## src/rtl/fft_ctrl_pkg.sv

```systemverilog
// Shared definitions for the 16-point radix-2 FFT stage controller.
// Contents:
//   fft_state_t   - controller phase encoding (LOAD / COMPUTE / UNLOAD)
//   DEF_*         - default geometry of the FFT datapath
//   bitrev()      - reverses the bits of a buffer address
package fft_ctrl_pkg;

    typedef enum logic [1:0] {
        ST_LOAD    = 2'd0,
        ST_COMPUTE = 2'd1,
        ST_UNLOAD  = 2'd2
    } fft_state_t;

    localparam int DEF_N_POINTS = 16;
    localparam int DEF_N_STAGES = 4;
    localparam int DEF_AW       = 4;

    function automatic logic [DEF_AW-1:0] bitrev(input logic [DEF_AW-1:0] addr);
        logic [DEF_AW-1:0] rev;
        for (int i = 0; i < DEF_AW; i++) begin
            rev[i] = addr[DEF_AW-1-i];
        end
        return rev;
    endfunction

endpackage

```

## src/rtl/fft_out_skid.sv

```systemverilog
// Two-entry FIFO between the buffer read port and the output stream.
// Each entry carries {last, data}. A push is accepted when there is room
// (including room freed by a pop in the same cycle); a pop only takes
// effect while the FIFO holds data.
// Ports:
//   clk, rst_n  - clock, asynchronous active-low reset
//   push        - write push_data this cycle
//   push_data   - {last, data} entry
//   pop         - consumer takes the head entry
//   out_valid   - FIFO not empty
//   out_data    - head entry, stable until popped
//   count       - current occupancy (0..2)
module fft_out_skid #(
    parameter int W = 33
) (
    input  logic         clk,
    input  logic         rst_n,
    input  logic         push,
    input  logic [W-1:0] push_data,
    input  logic         pop,
    output logic         out_valid,
    output logic [W-1:0] out_data,
    output logic [1:0]   count
);

    logic [W-1:0] mem_r [2];
    logic         wr_ptr_r;
    logic         rd_ptr_r;
    logic [1:0]   count_r;
    logic         pop_s;
    logic         push_s;

    assign pop_s     = pop & (count_r != 2'd0);
    assign push_s    = push & ((count_r != 2'd2) | pop_s);
    assign out_valid = (count_r != 2'd0);
    assign out_data  = mem_r[rd_ptr_r];
    assign count     = count_r;

    // Entry storage, pointer and occupancy update.
    always_ff @(posedge clk or negedge rst_n) begin
        if (!rst_n) begin
            mem_r[0] <= {W{1'b0}};
            mem_r[1] <= {W{1'b0}};
            wr_ptr_r <= 1'b0;
            rd_ptr_r <= 1'b0;
            count_r  <= 2'd0;
        end else begin
            if (push_s) begin
                mem_r[wr_ptr_r] <= push_data;
                wr_ptr_r        <= ~wr_ptr_r;
            end
            if (pop_s) begin
                rd_ptr_r <= ~rd_ptr_r;
            end
            case ({push_s, pop_s})
                2'b10:   count_r <= count_r + 2'd1;
                2'b01:   count_r <= count_r - 2'd1;
                default: count_r <= count_r;
            endcase
        end
    end

endmodule

```

## src/rtl/fft_stage_controller.sv

```systemverilog
// Sequencer for the 16-point radix-2 FFT datapath.
// A frame runs LOAD (stream N_POINTS samples into the buffer), COMPUTE
// (N_STAGES butterfly passes of BF_LAT cycles, each ending in a write-back)
// and UNLOAD (read the buffer through a 2-entry skid FIFO to a
// backpressured output stream), then returns to LOAD.
// Configuration macro: FFT_BITREV_OUT_EN - when defined, the buffer is read
// in bit-reversed address order so results leave in natural frequency
// order; timing and handshakes are unchanged.
// Ports:
//   clk, rst_n                         - clock, asynchronous active-low reset
//   s_valid/s_ready/s_data             - input sample stream
//   m_valid/m_ready/m_data/m_last      - output sample stream
//   write_enable/write_address/data_in - buffer host-write port
//   stage, write_back                  - butterfly pass select and capture strobe
//   read_enable/read_address/data_out  - buffer read port (1-cycle latency)
//   busy                               - high during COMPUTE and UNLOAD
//   frame_done                         - pulse after the final output handshake
module fft_stage_controller
    import fft_ctrl_pkg::*;
#(
    parameter int N_POINTS = DEF_N_POINTS,
    parameter int N_STAGES = DEF_N_STAGES,
    parameter int BF_LAT   = 2,
    parameter int DW       = 32,
    parameter int AW       = DEF_AW,
    localparam int STG_W   = $clog2(N_STAGES)
) (
    input  logic             clk,
    input  logic             rst_n,
    input  logic             s_valid,
    output logic             s_ready,
    input  logic [DW-1:0]    s_data,
    output logic             m_valid,
    input  logic             m_ready,
    output logic [DW-1:0]    m_data,
    output logic             m_last,
    output logic             write_enable,
    output logic [AW-1:0]    write_address,
    output logic [DW-1:0]    data_in,
    output logic [STG_W-1:0] stage,
    output logic             write_back,
    output logic             read_enable,
    output logic [AW-1:0]    read_address,
    input  logic [DW-1:0]    data_out,
    output logic             busy,
    output logic             frame_done
);

    localparam int WCW = (BF_LAT > 1) ? $clog2(BF_LAT) : 1;
    localparam logic [AW-1:0]    LD_LAST   = AW'(N_POINTS - 1);
    localparam logic [AW:0]      RD_END    = (AW+1)'(N_POINTS);
    localparam logic [AW:0]      RD_LAST   = (AW+1)'(N_POINTS - 1);
    localparam logic [STG_W-1:0] STG_LAST  = STG_W'(N_STAGES - 1);
    localparam logic [WCW-1:0]   WAIT_LAST = WCW'(BF_LAT - 1);

    fft_state_t       state_r;
    fft_state_t       state_next_s;
    logic [AW-1:0]    ld_cnt_r;
    logic [AW:0]      rd_cnt_r;
    logic [STG_W-1:0] stage_r;
    logic [WCW-1:0]   wait_cnt_r;
    logic             inflight_r;
    logic             inflight_last_r;
    logic             frame_done_r;

    logic             load_beat_s;
    logic             wb_s;
    logic             rd_issue_s;
    logic             pop_s;
    logic [2:0]       occupancy_s;
    logic [AW-1:0]    rd_addr_s;
    logic             fifo_valid_s;
    logic [DW:0]      fifo_head_s;
    logic [1:0]       fifo_count_s;

`ifdef FFT_BITREV_OUT_EN
    assign rd_addr_s = bitrev(rd_cnt_r[AW-1:0]);
`else
    assign rd_addr_s = rd_cnt_r[AW-1:0];
`endif

    // Handshake qualifiers and the read-issue rule. Occupancy counts the
    // entries that will remain after this cycle's pop plus the read already
    // in flight, which keeps at most two samples outstanding while still
    // allowing one read per cycle when the consumer keeps up.
    always_comb begin
        load_beat_s = (state_r == ST_LOAD) && s_valid;
        wb_s        = (state_r == ST_COMPUTE) && (wait_cnt_r == WAIT_LAST);
        pop_s       = fifo_valid_s && m_ready;
        occupancy_s = {1'b0, fifo_count_s} + {2'b00, inflight_r} - {2'b00, pop_s};
        rd_issue_s  = (state_r == ST_UNLOAD) && (rd_cnt_r < RD_END) && (occupancy_s < 3'd2);
    end

    // Next-state logic for the LOAD -> COMPUTE -> UNLOAD frame sequence.
    always_comb begin
        state_next_s = state_r;
        case (state_r)
            ST_LOAD: begin
                if (load_beat_s && (ld_cnt_r == LD_LAST)) begin
                    state_next_s = ST_COMPUTE;
                end else begin
                    state_next_s = ST_LOAD;
                end
            end
            ST_COMPUTE: begin
                if (wb_s && (stage_r == STG_LAST)) begin
                    state_next_s = ST_UNLOAD;
                end else begin
                    state_next_s = ST_COMPUTE;
                end
            end
            ST_UNLOAD: begin
                if (pop_s && fifo_head_s[DW]) begin
                    state_next_s = ST_LOAD;
                end else begin
                    state_next_s = ST_UNLOAD;
                end
            end
            default: state_next_s = ST_LOAD;
        endcase
    end

    // Output decode; the host-write port is a zero-latency pass-through.
    always_comb begin
        s_ready       = (state_r == ST_LOAD);
        busy          = (state_r != ST_LOAD);
        write_enable  = load_beat_s;
        write_address = ld_cnt_r;
        if (load_beat_s) begin
            data_in = s_data;
        end else begin
            data_in = {DW{1'b0}};
        end
        stage        = stage_r;
        write_back   = wb_s;
        read_enable  = rd_issue_s;
        read_address = rd_addr_s;
        m_valid      = fifo_valid_s;
        m_data       = fifo_head_s[DW-1:0];
        m_last       = fifo_valid_s && fifo_head_s[DW];
        frame_done   = frame_done_r;
    end

    // Phase register.
    always_ff @(posedge clk or negedge rst_n) begin
        if (!rst_n) begin
            state_r <= ST_LOAD;
        end else begin
            state_r <= state_next_s;
        end
    end

    // Load beat counter; wraps to 0 on the final beat of the frame.
    always_ff @(posedge clk or negedge rst_n) begin
        if (!rst_n) begin
            ld_cnt_r <= {AW{1'b0}};
        end else if (load_beat_s) begin
            if (ld_cnt_r == LD_LAST) begin
                ld_cnt_r <= {AW{1'b0}};
            end else begin
                ld_cnt_r <= ld_cnt_r + AW'(1);
            end
        end
    end

    // Butterfly pass and latency counters; both rest at 0 outside COMPUTE.
    always_ff @(posedge clk or negedge rst_n) begin
        if (!rst_n) begin
            stage_r    <= {STG_W{1'b0}};
            wait_cnt_r <= {WCW{1'b0}};
        end else if (state_r == ST_COMPUTE) begin
            if (wb_s) begin
                wait_cnt_r <= {WCW{1'b0}};
                if (stage_r == STG_LAST) begin
                    stage_r <= {STG_W{1'b0}};
                end else begin
                    stage_r <= stage_r + STG_W'(1);
                end
            end else begin
                wait_cnt_r <= wait_cnt_r + WCW'(1);
            end
        end else begin
            stage_r    <= {STG_W{1'b0}};
            wait_cnt_r <= {WCW{1'b0}};
        end
    end

    // Read counter, in-flight tracking and the frame completion pulse.
    always_ff @(posedge clk or negedge rst_n) begin
        if (!rst_n) begin
            rd_cnt_r        <= {(AW+1){1'b0}};
            inflight_r      <= 1'b0;
            inflight_last_r <= 1'b0;
            frame_done_r    <= 1'b0;
        end else begin
            if (rd_issue_s) begin
                rd_cnt_r <= rd_cnt_r + (AW+1)'(1);
            end else if (state_r != ST_UNLOAD) begin
                rd_cnt_r <= {(AW+1){1'b0}};
            end
            inflight_r      <= rd_issue_s;
            inflight_last_r <= rd_issue_s && (rd_cnt_r == RD_LAST);
            frame_done_r    <= pop_s && fifo_head_s[DW];
        end
    end

    fft_out_skid #(
        .W (DW + 1)
    ) u_skid (
        .clk       (clk),
        .rst_n     (rst_n),
        .push      (inflight_r),
        .push_data ({inflight_last_r, data_out}),
        .pop       (pop_s),
        .out_valid (fifo_valid_s),
        .out_data  (fifo_head_s),
        .count     (fifo_count_s)
    );

endmodule

```

## config.mk

```make
export PLATFORM = sky130hd
export DESIGN_NAME = fft_stage_controller
export DESIGN_NICKNAME = d
export VERILOG_FILES = /design/src/rtl/fft_ctrl_pkg.sv /design/src/rtl/fft_out_skid.sv /design/src/rtl/fft_stage_controller.sv
export SDC_FILE = /design/constraint.sdc
export NUM_CORES = 1
export LEC_CHECK = 0
export CAP_MARGIN = 30
export CORE_MARGIN = 10
export CORE_UTILIZATION = 49
export CTS_CLUSTER_SIZE = 8
export DETAILED_ROUTE_END_ITERATION = 8
export PLACE_DENSITY = 0.87
export SLEW_MARGIN = 20
export SYNTH_ARGS = -nofsm -noshare
export SYNTH_HDL_FRONTEND = slang
export SYNTH_HIERARCHICAL = 1
export SYNTH_SLANG_ARGS = --single-unit
```

## constraint.sdc

```tcl
create_clock -name clk -period 3.7 [get_ports clk]
set_input_delay 0.555 -clock clk [delete_from_list [all_inputs] [get_ports clk]]
set_output_delay 0.555 -clock clk [all_outputs]
set_load 0.02 [all_outputs]
```

Yosys cells after proc, flatten, opt, wreduce, memory -nomap -nowiden
Index checks and enable logic that the tools add are counted.
{"block": "word_totals", "reg_bits": 87, "inputBits": 68, "out_inout_bits": 82, "elab_cells": 79}
{"block": "op_classes", "addsub": 8, "magnitude_cmp": 5, "eq_ne": 10, "mux": 20, "bitwise": 7, "reduce_logical": 16}
{"operator": "$mux 33", "count": 4}
{"operator": "$bwmux 66", "count": 1}
{"operator": "$demux 33 s1", "count": 1}
{"operator": "$mux 32", "count": 1}
{"operator": "$logic_and 1x1->1", "count": 11}
{"operator": "$mux 2", "count": 5}
{"operator": "$mux 5", "count": 2}
{"operator": "$reduce_bool 2->1", "count": 4}
{"operator": "$eq 2x2->1 const B", "count": 3}
{"operator": "$ne 2x2->1 const B", "count": 3}
{"operator": "$pmux 2 s3", "count": 1}
{"operator": "$add 5x1->5 const B", "count": 1}
{"operator": "$eq 5x4->1 const B", "count": 1}
{"operator": "$lt 5x5->1 const B", "count": 1}
{"operator": "$add 2x1->2 const B", "count": 2}
{"operator": "$add 4x1->4 const B", "count": 1}
{"operator": "$eq 2x1->1 const B", "count": 2}
{"operator": "$eq 4x4->1 const B", "count": 1}
{"operator": "$ge 2x2->1 const B", "count": 2}
{"operator": "$mux 4", "count": 1}
{"operator": "$not 1->2", "count": 2}
{"operator": "$pmux 2 s2", "count": 1}
{"operator": "$add 2x1->3", "count": 1}
{"operator": "$lt 3x2->1 const B", "count": 1}
{"operator": "9 further kinds", "count": 13}

Depth between registers and ports, before layout
Gate-level depths: netlist of the first run.
{"block": "logic_depth", "depth_word": 7, "depth_mapped": 9, "mapped_depth_nobuf": 9}

Cells and area by module
The synthesis of the first run kept the hierarchy.
{"mod": "fft_out_skid", "n_inst": 1, "cells_each": 193, "area_each_um2": 3084.2, "seq_area_each_um2": 1751.7}
{"mod": "fft_stage_controller", "n_inst": 1, "cells_each": 121, "area_each_um2": 1096.1, "seq_area_each_um2": 425.4}

Worst setup path before layout of the first run
OpenSTA, ideal clock, no wires.
{"block": "synth_timing", "path_type": "reg-to-output", "from": "register u_skid.count_r[0], in the netlist u_skid/count[0]", "to": "output port read_enable", "arrival_time_ns": 2.438, "required_time_ns": 3.145, "setup_slack_ns": 0.707, "path_stages_with_launch": 9, "path_buffers": 1, "cell_sequence": "dfrtp_1 or2_2 nand2_1 xnor2_1 nand2_1 fa_1 nand2b_4 buf_6 nor3_1"}
{"block": "synth_via", "elab_chain_len": 5, "elab_cells_between_ends": 6, "cone_classes": "add/sub (2); order compare (1); reduce/logical (3)"}
{"item": "start, declared", "line_no": "fft_out_skid.sv:29", "source": "logic [1:0] count_r;"}
{"item": "start signal, assigned", "line_no": "fft_out_skid.sv:56", "source": "2'b10: count_r <= count_r + 2'd1;"}
{"item": "start signal, assigned", "line_no": "fft_out_skid.sv:57", "source": "2'b01: count_r <= count_r - 2'd1;"}
{"item": "start signal, assigned", "line_no": "fft_out_skid.sv:58", "source": "default: count_r <= count_r;"}
{"item": "$reduce_bool 2->1", "line_no": "fft_out_skid.sv:35", "source": "assign out_valid = (count_r != 2'd0);"}
{"item": "named net m_valid", "line_no": "fft_stage_controller.sv:33", "source": "output logic m_valid,"}
{"item": "$logic_and 1x1->1", "line_no": "fft_stage_controller.sv:89", "source": "pop_s = fifo_valid_s && m_ready;"}
{"item": "$sub 3x1->3", "line_no": "fft_stage_controller.sv:90", "source": "occupancy_s = {1'b0, fifo_count_s} + {2'b00, inflight_r} - {2'b00, pop_s};"}
{"item": "$lt 3x2->1", "line_no": "fft_stage_controller.sv:91", "source": "rd_issue_s = (state_r == ST_UNLOAD) && (rd_cnt_r < RD_END) && (occupancy_s < 3'd2);"}
{"item": "$logic_and 1x1->1", "line_no": "fft_stage_controller.sv:91"}
{"item": "end, declared", "line_no": "fft_stage_controller.sv:42", "source": "output logic read_enable,"}
The timed path passes the listed nets, and every way through them passes these cells.

Worst setup path in the final report of the first run
{"block": "layout_timing", "from": "register u_skid.count_r[0], in the netlist u_skid/count[0]", "to": "output port read_enable"}
{"block": "layout_via", "elab_chain_len": 5, "elab_cells_between_ends": 6, "cone_classes": "add/sub (2); order compare (1); reduce/logical (3)"}
{"item": "branches (longest 2 deep; another with $add 2x1->3)"}
{"item": "$sub 3x1->3 *", "line_no": "fft_stage_controller.sv:90"}
{"item": "$lt 3x2->1 *", "line_no": "fft_stage_controller.sv:91"}
{"item": "$logic_and 1x1->1 *", "line_no": "fft_stage_controller.sv:91"}
Every way passes the cells marked *.

==> impl_metrics.py, run 1 <==
metrics = {
    "critical_path": {
        "max_stage_delay_ns": 0.49,
        "reg2reg_depth": 8,
        "cp_max_fo": 10,
        "start_kind": "register",
        "path_buf_inv": 1,
        "cp.arrival_ns": 2.91,
        "path_class": "register to primary output",
        "critPathTopFamily": "simple AND/OR/NAND/NOR gates",
        "worstPathRequired_ns": 3.14,
        "critPathCaptureType": "primary output",
        "path_depth": 8,
        "critical_path.slowest_cell": "dfrtp_1",
        "cp_common_cell": "nand2_1",
        "path_cells": "or2_2, nand2_1, xnor2_1, nand2_1, fa_1, xor2_2, nor3_1, dlygate4sd2_1",
    },
    "cts": {
        "cts_buffers": 9,
        "cts.sinks": 87,
        "post_cts_buffers": 0,
        "cts-root-buf": "clkbuf_8",
        "cts_tree": "done",
        "cts.path.max_buffers": 2,
        "clk_latency_ns": 0.34,
        "htree_levels": 3,
        "clk_pin_slew_ns": 0.08,
    },
    "global_route": {
        "grt_usage_pct": 16.9,
        "grt-ovfl-total": 0,
        "grt_pass1_vias": 3339,
        "grt_max_degree": 49,
        "antenna_found_initial": 0,
        "grt_pass1_wl_um": 17400,
    },
    "power": {
        "p_comb_share_pct": 43.9,
        "clkPwrFrac_pct": 20.7,
        "p_sw_mw": 1.13,
        "totalPowerFinal_mw": 3.30,
        "intPower_mw": 2.17,
        "swShare_pct": 34.2,
        "power_frac_seq_pct": 35.4,
        "leakagePower_nw": 2.44,
        "ir_drop_uv": 334,
        "power_density_nw_per_um2": 554,
    },
    "flow_run": {
        "drv_cap": 0,
    },
    "cells_and_area": {
        "register_area_um2": 2180,
        "n_fill_cell": 587,
        "multi_input_area_um2": 1850,
        "stdcell_area_um2": 5970,
        "final_common_cell": "clkdlybuf4s50_1",
        "layout.cells.non_filler": 571,
        "mostFrequentLayoutCells": "clkdlybuf4s50_1 (147), mux2_2 (93), dfrtp_1 (87)",
        "syn2layout_area_growth_pct": 42.7,
        "drive_gt1_share_pct": 26.4,
        "n_antenna_cell": 0,
        "nNetsFinal": 536,
        "post-route-util_pct": 72.2,
    },
    "synthesis": {
        "ys_warn_count": 6,
        "synth_area_per_cell_um2": 13.3,
        "synth_fp_nets": 388,
        "netlist_area_um2": 4180,
        "ys_seq_area_share_pct": 52.1,
        "synth.distinct_cells": 34,
        "synth-seq-cells": 87,
        "synthCells": 314,
    },
    "sta": {
        "worst_slew_pin_slew_ns": 0.713,
        "fin_worst_skew_ns": 0.0122,
        "fin_crit_sh_pct": 93.6,
        "hold_viol": 0,
        "fin_crit_ns": 3.46,
        "rsz0062_at_grt": "no",
        "slew_violations": 0,
        "fin_tns_setup_ns": 0,
        "setup_viol": 0,
        "clock.fmax_mhz": 289,
        "timing.slew.headroom_pct": 52.4,
    },
    "worst_hold_path": {
        "hold_class": "input port to async pin",
    },
    "placed_design": {
        "port_buffers": 149,
        "placedCellCount": 556,
        "gp_congestion": 0.751,
        "place_area_um2": 5760,
        "hpwl_um": 8290,
    },
    "die": {
        "rows": 33,
        "dieWidth_um": 112,
        "dieArea_um2": 12600,
        "top_level_ports": 150,
        "initial_core_util_pct": 50.6,
        "core_um2": 8260,
        "die_h_um": 112,
    },
    "route": {
        "drt_first_pass_iters": 4,
        "drtIter0Drc": 57,
        "vias": 2936,
        "routed_wl_um": 10700,
        "wl_per_cell_um": 18.7,
        "drt_drc_violations_left": 0,
        "viasPerCell": 5.14,
        "drtAntennaViolNets": 0,
    },
    "outcome": {
        "status": "complete, no violations",
    },
}
==> synth_stat cells <==
| cell | number | area, µm² |
|---|---|---|
| a21oi_1 | 6 | 30.0 |
| a22o_1 | 2 | 17.5 |
| a22oi_1 | 1 | 7.51 |
| and2_1 | 35 | 219 |
| and3_1 | 2 | 12.5 |
| buf_2 | 4 | 20.0 |
| buf_4 | 5 | 37.5 |
| buf_6 | 7 | 78.8 |
| clkbuf_1 | 3 | 11.3 |
| dfrtp_1 | 87 | 2180 |
| fa_1 | 1 | 20.0 |
| ha_1 | 5 | 62.6 |
| inv_1 | 6 | 22.5 |
| mux2_1 | 7 | 78.8 |
| mux2_2 | 93 | 1050 |
| nand2_1 | 9 | 33.8 |
| nand2b_1 | 3 | 18.8 |
| nand2b_4 | 1 | 13.8 |
| nand3_1 | 3 | 15.0 |
| nand4_1 | 1 | 6.26 |
| nor2_1 | 6 | 22.5 |
| nor2_4 | 1 | 11.3 |
| nor3_1 | 1 | 5.00 |
| nor3b_1 | 1 | 7.51 |
| nor3b_4 | 2 | 37.5 |
| o21ai_0 | 3 | 15.0 |
| o22ai_1 | 1 | 6.26 |
| o31ai_1 | 4 | 30.0 |
| or2_2 | 1 | 6.26 |
| or3_2 | 2 | 15.0 |
| or3b_2 | 1 | 8.76 |
| or4_1 | 2 | 15.0 |
| xnor2_1 | 5 | 43.8 |
| xor2_1 | 3 | 26.3 |
==> state kept, by name, summed over array words and instances (netlist names) <==
signal           count
frame_done           1
u_skid/rd_ptr_r      1
stage                2
u_skid/count         2
rd_cnt_r             5
inflight_r           1
u_skid/wr_ptr_r      1
inflight_last_r      1
write_address        4
state_r              2
wait_cnt_r           1
u_skid/mem_r        66
==> final cells by class <==
class | count | share of cell area, %
clock buffer | 12 | 2.27
clock inverter | 3 | 1.15
inverter | 6 | 0.378
multi-input combinational | 202 | 30.9
sequential | 87 | 36.5
tap | 105 | 2.20
timing repair buffer | 156 | 26.6
==> routing by layer <==
layer  routed length [µm]  GRT usage, %  up-vias  part of all wire [%]
li1                     -             -     1378                     -
met1                 4160          18.9     1412                    39
met2                 4950          26.3      130                    46
met3                 1350          9.90       16                    13
met4                  199          5.92        0                   1.9
met5                    0             0        -                     0
==> stage by stage <==
stage	hold slack, ns	setup slack [ns]
after detailed placement	0.475	0.150
final	0.184	0.235
after CTS	0.188	0.150
after global placement	0.464	0.217
after floorplan	0.259	0.707
after global routing	0.205	0.0471
==> final timing paths <==
kind	start	end	slack, ns
min in group clk	u_skid/mem_r[47]$_DFFE_PN0P_	u_skid/mem_r[47]$_DFFE_PN0P_	0.49
worst max-delay path	u_skid/count[0]$_DFFE_PN0P_	read_enable	0.24
worst max register to register	u_skid/count[0]$_DFFE_PN0P_	rd_cnt_r[3]$_DFFE_PN0P_	1.11
worst min-delay path	rst_n	u_skid/mem_r[4]$_DFFE_PN0P_	0.18
max in group asynchronous	rst_n	stage[1]$_DFFE_PN0P_	2.90
worst min register to register	u_skid/mem_r[47]$_DFFE_PN0P_	u_skid/mem_r[47]$_DFFE_PN0P_	0.49
==> power groups by stage <==
stage / Sequential (mW) / Clock [mW] / Combinational, mW
finish: 1.17 / 0.684 / 1.45
global route: 1.19 / 0.755 / 1.56
CTS: 1.17 / 0.707 / 1.46
detailed placement: 1.19 / 0 / 1.45
global placement: 1.18 / 0 / 1.42
floorplan: 1.16 / 0 / 0.824
==> cell families after synthesis <==
family / after synthesis / share of synthesized area, %
and+or+nand+nor: 71 / 10.7
buffers and inverters: 25 / 4.07
DFF: 87 / 52.1
AOI/OAI and AO/OA: 17 / 2.54
adders and majority gates: 6 / 1.98
xor gates and xnor gates: 8 / 1.68
muxes: 100 / 26.9
==> repair_timing <==
item / 4_1_cts / 5_1_grt
endpoints found under the setup margin: 1 / 1
hold buffers: 0 / 0
gates resized for setup: 1 / 1
Power figures use the tool's default switching activity.
==> inputs of run 2 (changes only) <==
--- a/config.mk
+++ b/config.mk
@@ -11,6 +11,7 @@
 export CTS_CLUSTER_SIZE = 8
 export DETAILED_ROUTE_END_ITERATION = 8
 export PLACE_DENSITY = 0.87
+export RECOVER_POWER = 50
 export SLEW_MARGIN = 20
 export SYNTH_ARGS = -nofsm -noshare
 export SYNTH_HDL_FRONTEND = slang
==> impl_metrics.py, run 2 (synthesis gave the netlist of run 1 again) <==
metrics = {
    "critical_path": {
        "path_cells": "or2_2, nand2_1, xnor2_1, nand2_1, fa_1, xor2_2, nor3_1, dlygate4sd2_1",
        "cp.arrival_ns": 2.87,
        "path_class": "register to primary output",
        "critical_path.slowest_cell": "dfrtp_1",
        "critPathTopFamily": "simple AND/OR/NAND/NOR gates",
        "max_stage_delay_ns": 0.47,
        "worstPathRequired_ns": 3.14,
        "critPathCaptureType": "primary output",
        "path_buf_inv": 1,
        "cp_max_fo": 10,
        "cp_common_cell": "nand2_1",
        "start_kind": "register",
    },
    "die": {
        "core_um2": 8260,
        "die_h_um": 112,
        "dieWidth_um": 112,
        "rows": 33,
        "top_level_ports": 150,
        "initial_core_util_pct": 50.6,
        "dieArea_um2": 12600,
    },
    "cells_and_area": {
        "n_antenna_cell": 0,
        "drive_gt1_share_pct": 24.9,
        "nNetsFinal": 536,
        "syn2layout_area_growth_pct": 41.4,
        "largest_reg_flops": 66,
        "regMostFlops": "u_skid/mem_r",
        "mostFrequentLayoutCells": "clkdlybuf4s50_1 (136), mux2_2 (91), dfrtp_1 (87)",
        "stdcell_area_um2": 5910,
        "final_common_cell": "clkdlybuf4s50_1",
    },
    "sta": {
        "fin_tns_setup_ns": 0,
        "clock.fmax_mhz": 292,
        "fin_crit_ns": 3.43,
        "fin_worst_skew_ns": 0.0121,
        "slew_violations": 41,
        "worst_slew_pin_slew_ns": 2.04,
        "rsz0062_at_grt": "no",
        "setup_viol": 0,
        "fin_crit_sh_pct": 92.7,
        "timing.slew.headroom_pct": -36.3,
        "hold_viol": 0,
    },
    "cts": {
        "cts.path.max_buffers": 2,
        "cts_tree": "done",
        "htree_levels": 3,
        "post_cts_buffers": 0,
        "cts.sinks": 87,
        "clk_pin_slew_ns": 0.08,
        "ctsHoldBuffers": 0,
        "cts_buffers": 9,
        "clk_latency_ns": 0.34,
        "cts-root-buf": "clkbuf_8",
    },
    "global_route": {
        "grt_usage_pct": 16.9,
        "antenna_found_initial": 0,
        "grt_pass1_vias": 3339,
        "grt-ovfl-total": 0,
        "grt_max_degree": 49,
        "grt_pass1_wl_um": 17400,
    },
    "route": {
        "wl_per_cell_um": 18.6,
        "drt_drc_violations_left": 0,
        "viasPerCell": 5.15,
        "drtIter0Drc": 68,
        "drt_first_pass_iters": 4,
        "routed_wl_um": 10600,
        "vias": 2938,
        "drtAntennaViolNets": 0,
    },
    "placed_design": {
        "port_buffers": 149,
        "gp_congestion": 0.751,
        "hpwl_um": 8290,
        "place_area_um2": 5760,
    },
    "power": {
        "swShare_pct": 34.3,
        "leakagePower_nw": 2.44,
        "power_density_nw_per_um2": 553,
        "clkPwrFrac_pct": 20.9,
        "p_sw_mw": 1.12,
        "power_frac_seq_pct": 35.6,
        "intPower_mw": 2.15,
        "p_comb_share_pct": 43.5,
        "ir_drop_uv": 320,
    },
    "outcome": {
        "violations": "max-capacitance violations, max-slew violations",
        "status": "complete, but fails checks",
    },
    "worst_hold_path": {
        "hold_class": "register to register",
    },
    "flow_run": {
        "drv_cap": 2,
    },
}
run 2: final timing paths:
kind,endpoint,from,cells past startpoint,slack [ns]
max reg2reg,u_skid/mem_r[10]$_DFFE_PN0P_,u_skid/count[0]$_DFFE_PN0P_,7,0.84
min in group asynchronous,u_skid/mem_r[4]$_DFFE_PN0P_,rst_n,1,0.79
min reg2reg,u_skid/mem_r[65]$_DFFE_PN0P_,u_skid/mem_r[65]$_DFFE_PN0P_,1,0.48
max in group asynchronous,u_skid/wr_ptr_r$_DFFE_PN0P_,rst_n,2,0.87
max,read_enable,u_skid/count[0]$_DFFE_PN0P_,8,0.27
min,u_skid/mem_r[65]$_DFFE_PN0P_,u_skid/mem_r[65]$_DFFE_PN0P_,1,0.48
run 2: per-layer routing:
metal | global-route usage, % | share of wire, % | up-vias
met5 | 0 | 0 | -
met4 | 5.92 | 1.9 | 0
met3 | 9.90 | 13 | 16
met2 | 26.3 | 46 | 127
li1 | - | - | 1381
met1 | 18.9 | 39 | 1414
run 2: through the flow:
stage	util, %	worst slack (ns)	power [mW]	hold WS, ns	std cells
after detailed placement	69.7	0.150	2.64	0.475	556
final	71.6	0.271	3.27	0.484	571
after floorplan	-	0.707	1.99	0.259	314
after global routing	71.6	0.0563	3.47	0.514	571
after global placement	69.4	0.217	2.60	0.464	555
after CTS	72.2	0.150	3.34	0.188	571
run 2: repair_timing:
action	in CTS	in global routing
endpoints found under the setup margin	1	1
resized for setup	1	1
cloned	0	0
run 2: cell type report:
class	instances	area, µm²
fill	592	2350
timing repair buffer	156	1560
clock buffer	12	135
multi-input combinational	202	1820
sequential	87	2180
clock inverter	3	68.8
tap	105	131
inverter	6	22.5
run 2: power by group through the flow:
stage	Combinational [mW]	Clock, mW	Sequential (mW)
6_report	1.42	0.685	1.16
5_1_grt	1.53	0.755	1.19
4_1_cts	1.46	0.707	1.17
3_5_place_dp	1.45	0	1.19
3_3_place_gp	1.42	0	1.18
2_1_floorplan	0.824	0	1.16
